[src/rtl/caliptra_prim_blank_ctrl_pkg.sv]
// Shared definitions for the blanker enable sequencer.
//   StateW  : width of the sparse state encoding
//   state_e : FSM states; every pair of encodings differs in at least 3 bits,
//             so a single or double bit upset cannot land on another legal state.
package caliptra_prim_blank_ctrl_pkg;

    localparam int StateW = 6;

    typedef enum logic [StateW-1:0] {
        StIdle   = 6'b001110,
        StSettle = 6'b110100,
        StOpen   = 6'b101011,
        StGuard  = 6'b010111,
        StError  = 6'b011001
    } state_e;

endpackage

[src/rtl/caliptra_prim_blank_ctrl_flop.sv]
// Plain register with asynchronous active-low reset, kept as its own module so
// the sparse state encoding it holds is preserved through synthesis.
//   clk_i  : clock
//   rst_ni : asynchronous active-low reset, loads ResetValue
//   d_i    : next value
//   q_o    : registered value
module caliptra_prim_blank_ctrl_flop #(
    parameter int              Width      = 1,
    parameter logic [Width-1:0] ResetValue = '0
) (
    input  logic             clk_i,
    input  logic             rst_ni,
    input  logic [Width-1:0] d_i,
    output logic [Width-1:0] q_o
);

    always_ff @(posedge clk_i or negedge rst_ni) begin
        if (!rst_ni) begin
            q_o <= ResetValue;
        end else begin
            q_o <= d_i;
        end
    end

endmodule

[src/rtl/caliptra_prim_blank_ctrl.sv]
// Enable sequencer for a downstream blanker. A 4-phase req/ack consumer asks
// for the blanker to open; the enable rises after a settle interval, drops at
// once on release or kill, and a guard interval of blanking is enforced before
// another request is taken.
//   clk_i  : clock
//   rst_ni : asynchronous active-low reset
//   req_i  : consumer request (4-phase)
//   kill_i : force blanking (e.g. escalation)
//   ack_o  : handshake acknowledge
//   en_o   : blanker enable, 1 passes data
//   err_o  : sticky FSM integrity error
//
// state  | meaning
// Idle   | blanked, waiting for a request
// Settle | request accepted, counting settle cycles
// Open   | blanker passing data, ack high
// Guard  | blanked again, ack held until guard done and request dropped
// Error  | illegal state seen, terminal until reset
module caliptra_prim_blank_ctrl
    import caliptra_prim_blank_ctrl_pkg::*;
#(
    parameter int unsigned SettleCycles = 2,
    parameter int unsigned GuardCycles  = 1
) (
    input  logic clk_i,
    input  logic rst_ni,
    input  logic req_i,
    input  logic kill_i,
    output logic ack_o,
    output logic en_o,
    output logic err_o
);

    localparam int unsigned MaxCycles = (SettleCycles > GuardCycles) ? SettleCycles : GuardCycles;
    localparam int          CntW      = $clog2(MaxCycles + 1);
    localparam logic [CntW-1:0] SettleLast = CntW'(SettleCycles - 1);
    localparam logic [CntW-1:0] GuardLast  = CntW'(GuardCycles - 1);

    state_e            state_d;
    logic [StateW-1:0] state_raw_q;
    logic [CntW-1:0]   cnt_d, cnt_q;

    caliptra_prim_blank_ctrl_flop #(
        .Width      (StateW),
        .ResetValue (StateW'(StIdle))
    ) u_state_regs (
        .clk_i  (clk_i),
        .rst_ni (rst_ni),
        .d_i    (state_d),
        .q_o    (state_raw_q)
    );

    always_comb begin
        state_d = StError;
        cnt_d   = cnt_q;
        case (state_raw_q)
            StIdle: begin
                if (req_i && !kill_i) begin
                    state_d = StSettle;
                    cnt_d   = '0;
                end else begin
                    state_d = StIdle;
                end
            end
            StSettle: begin
                if (kill_i) begin
                    state_d = StGuard;
                    cnt_d   = '0;
                end else if (!req_i) begin
                    // Withdrawn before the blanker ever opened: no guard needed.
                    state_d = StIdle;
                end else if (cnt_q == SettleLast) begin
                    state_d = StOpen;
                end else begin
                    state_d = StSettle;
                    cnt_d   = cnt_q + CntW'(1);
                end
            end
            StOpen: begin
                if (kill_i || !req_i) begin
                    state_d = StGuard;
                    cnt_d   = '0;
                end else begin
                    state_d = StOpen;
                end
            end
            StGuard: begin
                if ((cnt_q == GuardLast) && !req_i) begin
                    state_d = StIdle;
                end else begin
                    state_d = StGuard;
                    if (cnt_q != GuardLast) begin
                        cnt_d = cnt_q + CntW'(1);
                    end
                end
            end
            StError: state_d = StError;
            default: state_d = StError;
        endcase
    end

    // Outputs decode the next state and are registered, so nothing from the
    // inputs reaches the pins combinationally and reset clears en_o at once.
    always_ff @(posedge clk_i or negedge rst_ni) begin
        if (!rst_ni) begin
            cnt_q <= '0;
            en_o  <= 1'b0;
            ack_o <= 1'b0;
            err_o <= 1'b0;
        end else begin
            cnt_q <= cnt_d;
            en_o  <= (state_d == StOpen);
            ack_o <= (state_d == StOpen) || (state_d == StGuard);
            err_o <= (state_d == StError);
        end
    end

endmodule

[config.mk]
export PLATFORM = sky130hd
export DESIGN_NAME = caliptra_prim_blank_ctrl
export DESIGN_NICKNAME = d
export VERILOG_FILES = /design/src/rtl/caliptra_prim_blank_ctrl_pkg.sv /design/src/rtl/caliptra_prim_blank_ctrl_flop.sv /design/src/rtl/caliptra_prim_blank_ctrl.sv
export SDC_FILE = /design/constraint.sdc
export NUM_CORES = 1
export LEC_CHECK = 0
export BUFFER_PORTS_ARGS = -buffer_cell sky130_fd_sc_hd__buf_2
export CORE_AREA = 5 5 42 44
export DETAILED_ROUTE_END_ITERATION = 6
export DIE_AREA = 0 0 47 49
export PLACE_DENSITY = 0.72
export SETUP_SLACK_MARGIN = 0.15
export SLEW_MARGIN = 20
export SYNTH_ARGS = -nofsm -noshare
export SYNTH_HDL_FRONTEND = slang
export SYNTH_SLANG_ARGS = --single-unit
[constraint.sdc]
create_clock -name clk_i -period 2.35 [get_ports clk_i]
set_input_delay 0.1175 -clock clk_i [delete_from_list [all_inputs] [get_ports clk_i]]
set_output_delay 0.1175 -clock clk_i [all_outputs]
set_load 0.05 [all_outputs]
==> flow_summary_export.csv, run 1 <==
group,metric,value,unit
worst_setup_path,arrival,2180,ps
synthesis,yosys.area_share.simple,21.9,%
grt,grt_overflow,0,
grt,antenna_found_initial,0,
detailed_routing,avgRoutedWirePerCell,14.8,um
sta,fin_ws,307,ps
finish,drive_above_1_share,26.7,%
clocking,cts.htree.levels,1,
clocking,cts_buffers,3,
floorplan,dieHeight,49,um
sta,slew_headroom,48.4,%
synthesis,ys_seq_elements,11,
run_status,status,"finished, final reports clean",
synthesis,syn-num-nets,73,
placement,dp_slack,345,ps
finish,fin_util,54.4,%
sta,final.period_utilization,86.9,%
synthesis,synth_cell_types,34,
synthesis,syn-mean-instance-area,10.5,sq um
worst_setup_path,end_kind,"flop",
detailed_routing,vias_per_cell,6.11,
clocking,cts_buffer_depth,2,
synthesis,yosysSeqAreaShare,40.3,%
clocking,clk_pin_slew,70,ps
detailed_routing,drt_wl_total,1350,um
finish,num-fill-cells,129,
synthesis,synthArstFlopShare,100,%
synthesis,synth_top_area_cell,"dfrtp_1",
finish,antennaDiodeCount,0,
clocking,worstSkewPairLatency,260,ps
clocking,clock-sinks,11,
synthesis,synth_compound_area_share,21.2,%
detailed_routing,drt-initial-drc-count,29,
synthesis,yosys_warnings,0,
sta,final_max_slew_viol_count,0,
worst_setup_path,critPathMaxFanout,6,
placement,place_congestion,0.828,
synthesis,synth.top_cell.area_share,28.9,%
worst_setup_path,required,2490,ps
power,p_leak,0.347,nW
synthesis,synth_ff_type,"dfrtp_1",
floorplan,dieArea,0.00230,sq mm
detailed_routing,final_antenna_net_count,0,
placement,dp_hpwl,1050,um
hold_path,hold_class,"in2async",
finish,multi_input_area,370,sq um
worst_setup_path,start_kind,"flop",
synthesis,netlist_instances,66,
detailed_routing,vias,556,
floorplan,start_util,49.4,%
floorplan,design.core.area,0.00140,sq mm
finish,syn_to_final_growth,10.1,%
sta,setup_viol,0,
floorplan,die_width,47,um
power,ir_drop,557,uV
finish,ff_latch_area,279,sq um
power,power_density,462,mW/mm^2
placement,port_buffers,6,
finish,fin_area,762,sq um
clocking,post_cts_buffers,0,
sta,fmaxAchievable,490,MHz
synthesis,synth_edf_count,0,
synthesis,ys_top_cells_by_area,"dfrtp_1 (29%), dfstp_2 (11%), ha_1 (5.4%)",
sta,tightest_slew,754,ps
detailed_routing,drc,0,
sta,hold_violations,0,
synthesis,synthXorXnorAreaFrac,0,%
synthesis,yosysMostFrequentCell,"dfrtp_1",
synthesis,synth_area,692,sq um
placement,dpl_cell_area,726,sq um
floorplan,placementRows,14,
clocking,cts_root_buf,"clkbuf_4",
grt,grt_usage,14.1,%
sta,setup-tns-final,0,ps
sta,rsz0062_at_grt,"false",
clocking,tritoncts,"done",
sta,fin_crit,2040,ps
worst_setup_path,path_class,"reg2reg",
synthesis,synth_top_family_by_area,"simple AND/OR/NAND/NOR gates",
grt,grt_max_degree,12,
synthesis,synth.top_cells.by_count,"dfrtp_1 (8), inv_1 (7), a21oi_1 (4)",
finish,nets,83,
detailed_routing,drtPass1Iterations,4,
sta,skew,6.46,ps
grt,grt_pass1_vias,552,
grt,grt_pass1_wl,2450,um
synthesis,synthMuxAreaShare,5.06,%
floorplan,ios,7,
synthesis,synthAdderAreaFrac,5.42,%
flow_run,max_cap_viol_count,0,
-- state kept, by name, summed over array words and instances (netlist names) --
| signal | cells |
|---|---|
| en_o | 1 |
| err_o | 1 |
| cnt_q | 2 |
| ack_o | 1 |
| u_state_regs.q_o | 6 |
-- power by group --
part | switching [mW] | internal (mW)
Combinational | 0.0194 | 0.0141
Sequential | 0.00337 | 0.194
Clock | 0.0558 | 0.0654
Total | 0.0786 | 0.274
-- through the flow --
step | cells | hold slack (ps) | power [mW]
4_1_cts | 91 | 247 | 0.356
3_3_place_gp | 86 | -13.1 | 0.233
6_report | 91 | 242 | 0.352
3_5_place_dp | 86 | -7.84 | 0.234
2_1_floorplan | 66 | -178 | 0.222
5_1_grt | 91 | 263 | 0.372
-- layer usage --
metal | vias up | track usage, % | wire length (um)
met5 | - | 0 | 0
met4 | 0 | 3.23 | 23
met3 | 4 | 4.43 | 85
met2 | 26 | 21.0 | 658
met1 | 263 | 19.7 | 583
li1 | 263 | - | -
-- kinds of logic (layout without fill, tap and decap cells) --
group | count (synthesis) | count (layout)
AND/OR/NAND/NOR | 24 | 24
adder cells (fa/ha/maj) | 3 | 3
buffers and inverters | 9 | 18
multiplexers | 3 | 3
flip-flops | 11 | 11
AO/OA/AOI/OAI | 16 | 16
-- final cells by class --
cell class | instances | area share [%]
Timing Repair Buffer | 7 | 5.25
Clock buffer | 4 | 3.45
Sequential cell | 11 | 36.6
Multi-Input combinational cell | 46 | 48.6
Inverter | 7 | 3.45
Tap cell | 16 | 2.63
-- critical path, cell delays in order (launching register included) --
cell	delay [ps]
dfstp_2	570
nand4b_1	190
or3_2	500
o311ai_4	110
o2111ai_2	210
mux2_4	330
-- path summary, 6_finish.rpt --
kind                                startpoint                  end  slack (ps)  cells after the start
max                        u_state_regs.q_o[2]             cnt_q[0]         310                      5
min                                     rst_ni  u_state_regs.q_o[4]         240                      2
max reg2reg                u_state_regs.q_o[2]             cnt_q[0]         310                      5
min reg2reg                           cnt_q[1]             cnt_q[1]         560                      2
max in group asynchronous               rst_ni  u_state_regs.q_o[1]        1850                      2
min in group clk_i                      kill_i  u_state_regs.q_o[0]         300                      4
-- repair_timing --
action / CTS / global route
hold buffers: 1 / 0
resized for setup: 0 / 0
hold endpoints to repair: 11 / 0
endpoints found under the setup margin: 0 / 0
-- cell usage in the layout (no fill, tap or decap), types with 2 or more instances in the layout --
cell type  netlist  routed
a2111oi_0        2       2
a21oi_1          4       4
buf_2            0       6
clkbuf_4         0       3
dfrtp_1          8       8
dfstp_2          3       3
ha_1             3       3
inv_1            7       7
mux2i_1          2       2
nand2_1          2       2
nand2b_1         3       3
nand3b_1         2       2
nor2_1           3       3
nor3_1           2       2
nor4_1           2       2
o211ai_1         2       2
or3_1            2       2
Power figures use the tool's default switching activity.
==> inputs of run 2 (changes only) <==
- clock period: 2.35 -> 2.2 ns (I/O delays scaled with it)
==> run 2 against run 1 <==
Net effect: fmax increased by 2.4%; final area grew 2.6%; sequential cell count stayed put; clock power increased by 8%; non-clock buffer count rose by 2; setup slack got worse by 100 ps; register-to-register slack got worse by 100 ps; clock skew fell by 1.3 ps; die area stayed put; critical path depth stayed put.
==> flow_summary_export.csv, run 2 (synthesis results as in run 1) <==
group,metric,value,unit
worst_setup_path,cp_cell_sequence,"nand4b_1 > or3_2 > o311ai_4 > o2111ai_2 > mux2_4",
sta,hold_violations,0,
grt,grt_usage,14.5,%
worst_setup_path,arrival,2140,ps
worst_setup_path,required,2350,ps
floorplan,design.core.area,0.00140,sq mm
sta,setup_viol,0,
sta,fin_crit,1990,ps
finish,fin_area,782,sq um
finish,num-fill-cells,132,
finish,multi_input_area,375,sq um
floorplan,dieHeight,49,um
floorplan,ios,7,
detailed_routing,avgRoutedWirePerCell,14.6,um
placement,dpl_cell_area,726,sq um
placement,dp_hpwl,1050,um
worst_setup_path,end_kind,"flop",
power,p_leak,0.355,nW
power,pwr-share-comb,9.6,%
floorplan,die_width,47,um
sta,final_max_slew_viol_count,0,
power,ir_drop,382,uV
sta,tightest_slew,670,ps
power,p_clk_share,34.6,%
floorplan,dieArea,0.00230,sq mm
detailed_routing,drt_wl_total,1360,um
finish,largest-register,"u_state_regs.q_o",
finish,syn_to_final_growth,13.0,%
clocking,clock-sinks,11,
sta,slew_headroom,54.1,%
run_status,status,"finished, final reports clean",
clocking,cts_root_buf,"clkbuf_4",
sta,final.period_utilization,90.7,%
placement,port_buffers,6,
worst_setup_path,cp_num_buf_inv,0,
power,switching_power,85.9,uW
grt,grt_pass1_wl,2350,um
detailed_routing,final_antenna_net_count,0,
finish,mostFrequentLayoutCells,"dfrtp_1 (8), inv_1 (7), buf_2 (6)",
power,finalPower,379,uW
clocking,worstSkewPairLatency,270,ps
finish,top_regs,"u_state_regs.q_o x6, cnt_q x2",
worst_setup_path,path_class,"reg2reg",
worst_setup_path,start_kind,"flop",
sta,setup-tns-final,0,ps
grt,grt_max_degree,12,
finish,nets,85,
power,power_density,484,mW/mm^2
flow_run,max_cap_viol_count,0,
sta,finalHoldWorstSlack,228,ps
sta,skew,5.20,ps
sta,fmaxAchievable,501,MHz
finish,ff_latch_area,279,sq um
power,switching_share,22.7,%
clocking,cts_buffers,3,
grt,grt_overflow,0,
hold_path,hold_class,"in2async",
power,intPower,293,uW
clocking,tritoncts,"done",
finish,drive_above_1_share,29.9,%
worst_setup_path,r2r_start,"u_state_regs.q_o[2]",
detailed_routing,drc,0,
finish,mostFrequentLayoutCell,"dfrtp_1",
worst_setup_path,crit_start,"u_state_regs.q_o[2]",
power,seqPwrFrac,55.8,%
detailed_routing,drtPass1Iterations,4,
floorplan,start_util,49.4,%
sta,rsz0062_at_grt,"false",
placement,place_congestion,0.828,
worst_setup_path,cpLargestDelayFamily,"simple AND/OR/NAND/NOR gates",
clocking,clk_pin_slew,60,ps
detailed_routing,drt-initial-drc-count,16,
finish,antennaDiodeCount,0,
detailed_routing,vias,544,
worst_setup_path,cpPeakStageDelay,570,ps
grt,antenna_found_initial,0,
clocking,cts_buffer_depth,2,
detailed_routing,vias_per_cell,5.85,
worst_setup_path,critPathMaxFanout,6,
grt,grt_pass1_vias,501,
worst_setup_path,cpMaxStageDelayCell,"dfstp_2",
finish,largest_register_ff_count,6,
clocking,cts.htree.levels,1,
floorplan,placementRows,14,
## run 2: area by class of cell
class	count	area share [%]
Inverter	7	3.36
Clock buffer	4	3.36
Sequential cell	11	35.7
Multi-Input combinational cell	46	48.0
Tap cell	16	2.56
Timing Repair Buffer	9	7.04
## run 2: per-stage QoR
step / utilization, % / std cells / setup WS [ps]
after floorplan: - / 66 / 350
after global placement: 51.8 / 86 / 192
after detailed placement: 51.8 / 86 / 199
after CTS: 54.4 / 91 / 184
after global routing: 55.8 / 93 / 145
final: 55.8 / 93 / 205
## run 2: worst register-to-register path, cell delays in order (launching register included)
cell	delay [ps]
dfstp_2	570
nand4b_1	180
or3_2	500
o311ai_4	100
o2111ai_2	190
mux2_4	330
## run 2: power groups by stage
stage | sequential, mW | combinational (mW) | clock (mW)
5_1_grt | 0.213 | 0.0408 | 0.148
2_1_floorplan | 0.214 | 0.0233 | 0
6_report | 0.211 | 0.0364 | 0.131
3_3_place_gp | 0.215 | 0.0339 | 0
4_1_cts | 0.211 | 0.0360 | 0.134
3_5_place_dp | 0.215 | 0.0346 | 0
## run 2: repair_timing
action / in CTS / in global routing
setup buffers: 0 / 2
setup endpoints to repair: 0 / 3
hold buffers: 1 / 0
endpoints found under the hold margin: 11 / 0
gates resized for setup: 0 / 1
## run 2: layer usage
layer  global-route usage (%)  up-vias  wire length, um
met5                        0        -                0
met1                     18.8      250              584
met4                     8.29        0               34
li1                         -      267                -
met3                     5.17        4               76
met2                     20.1       23              665
## run 2: final timing paths
kind                                        to  slack [ps]  cells after the start
min reg2reg                           cnt_q[1]         560                      2
min                                       en_o         230                      2
max in group asynchronous  u_state_regs.q_o[1]        1710                      2
max                                   cnt_q[0]         210                      5
max reg2reg                           cnt_q[0]         210                      5
min in group clk_i         u_state_regs.q_o[0]         290                      4
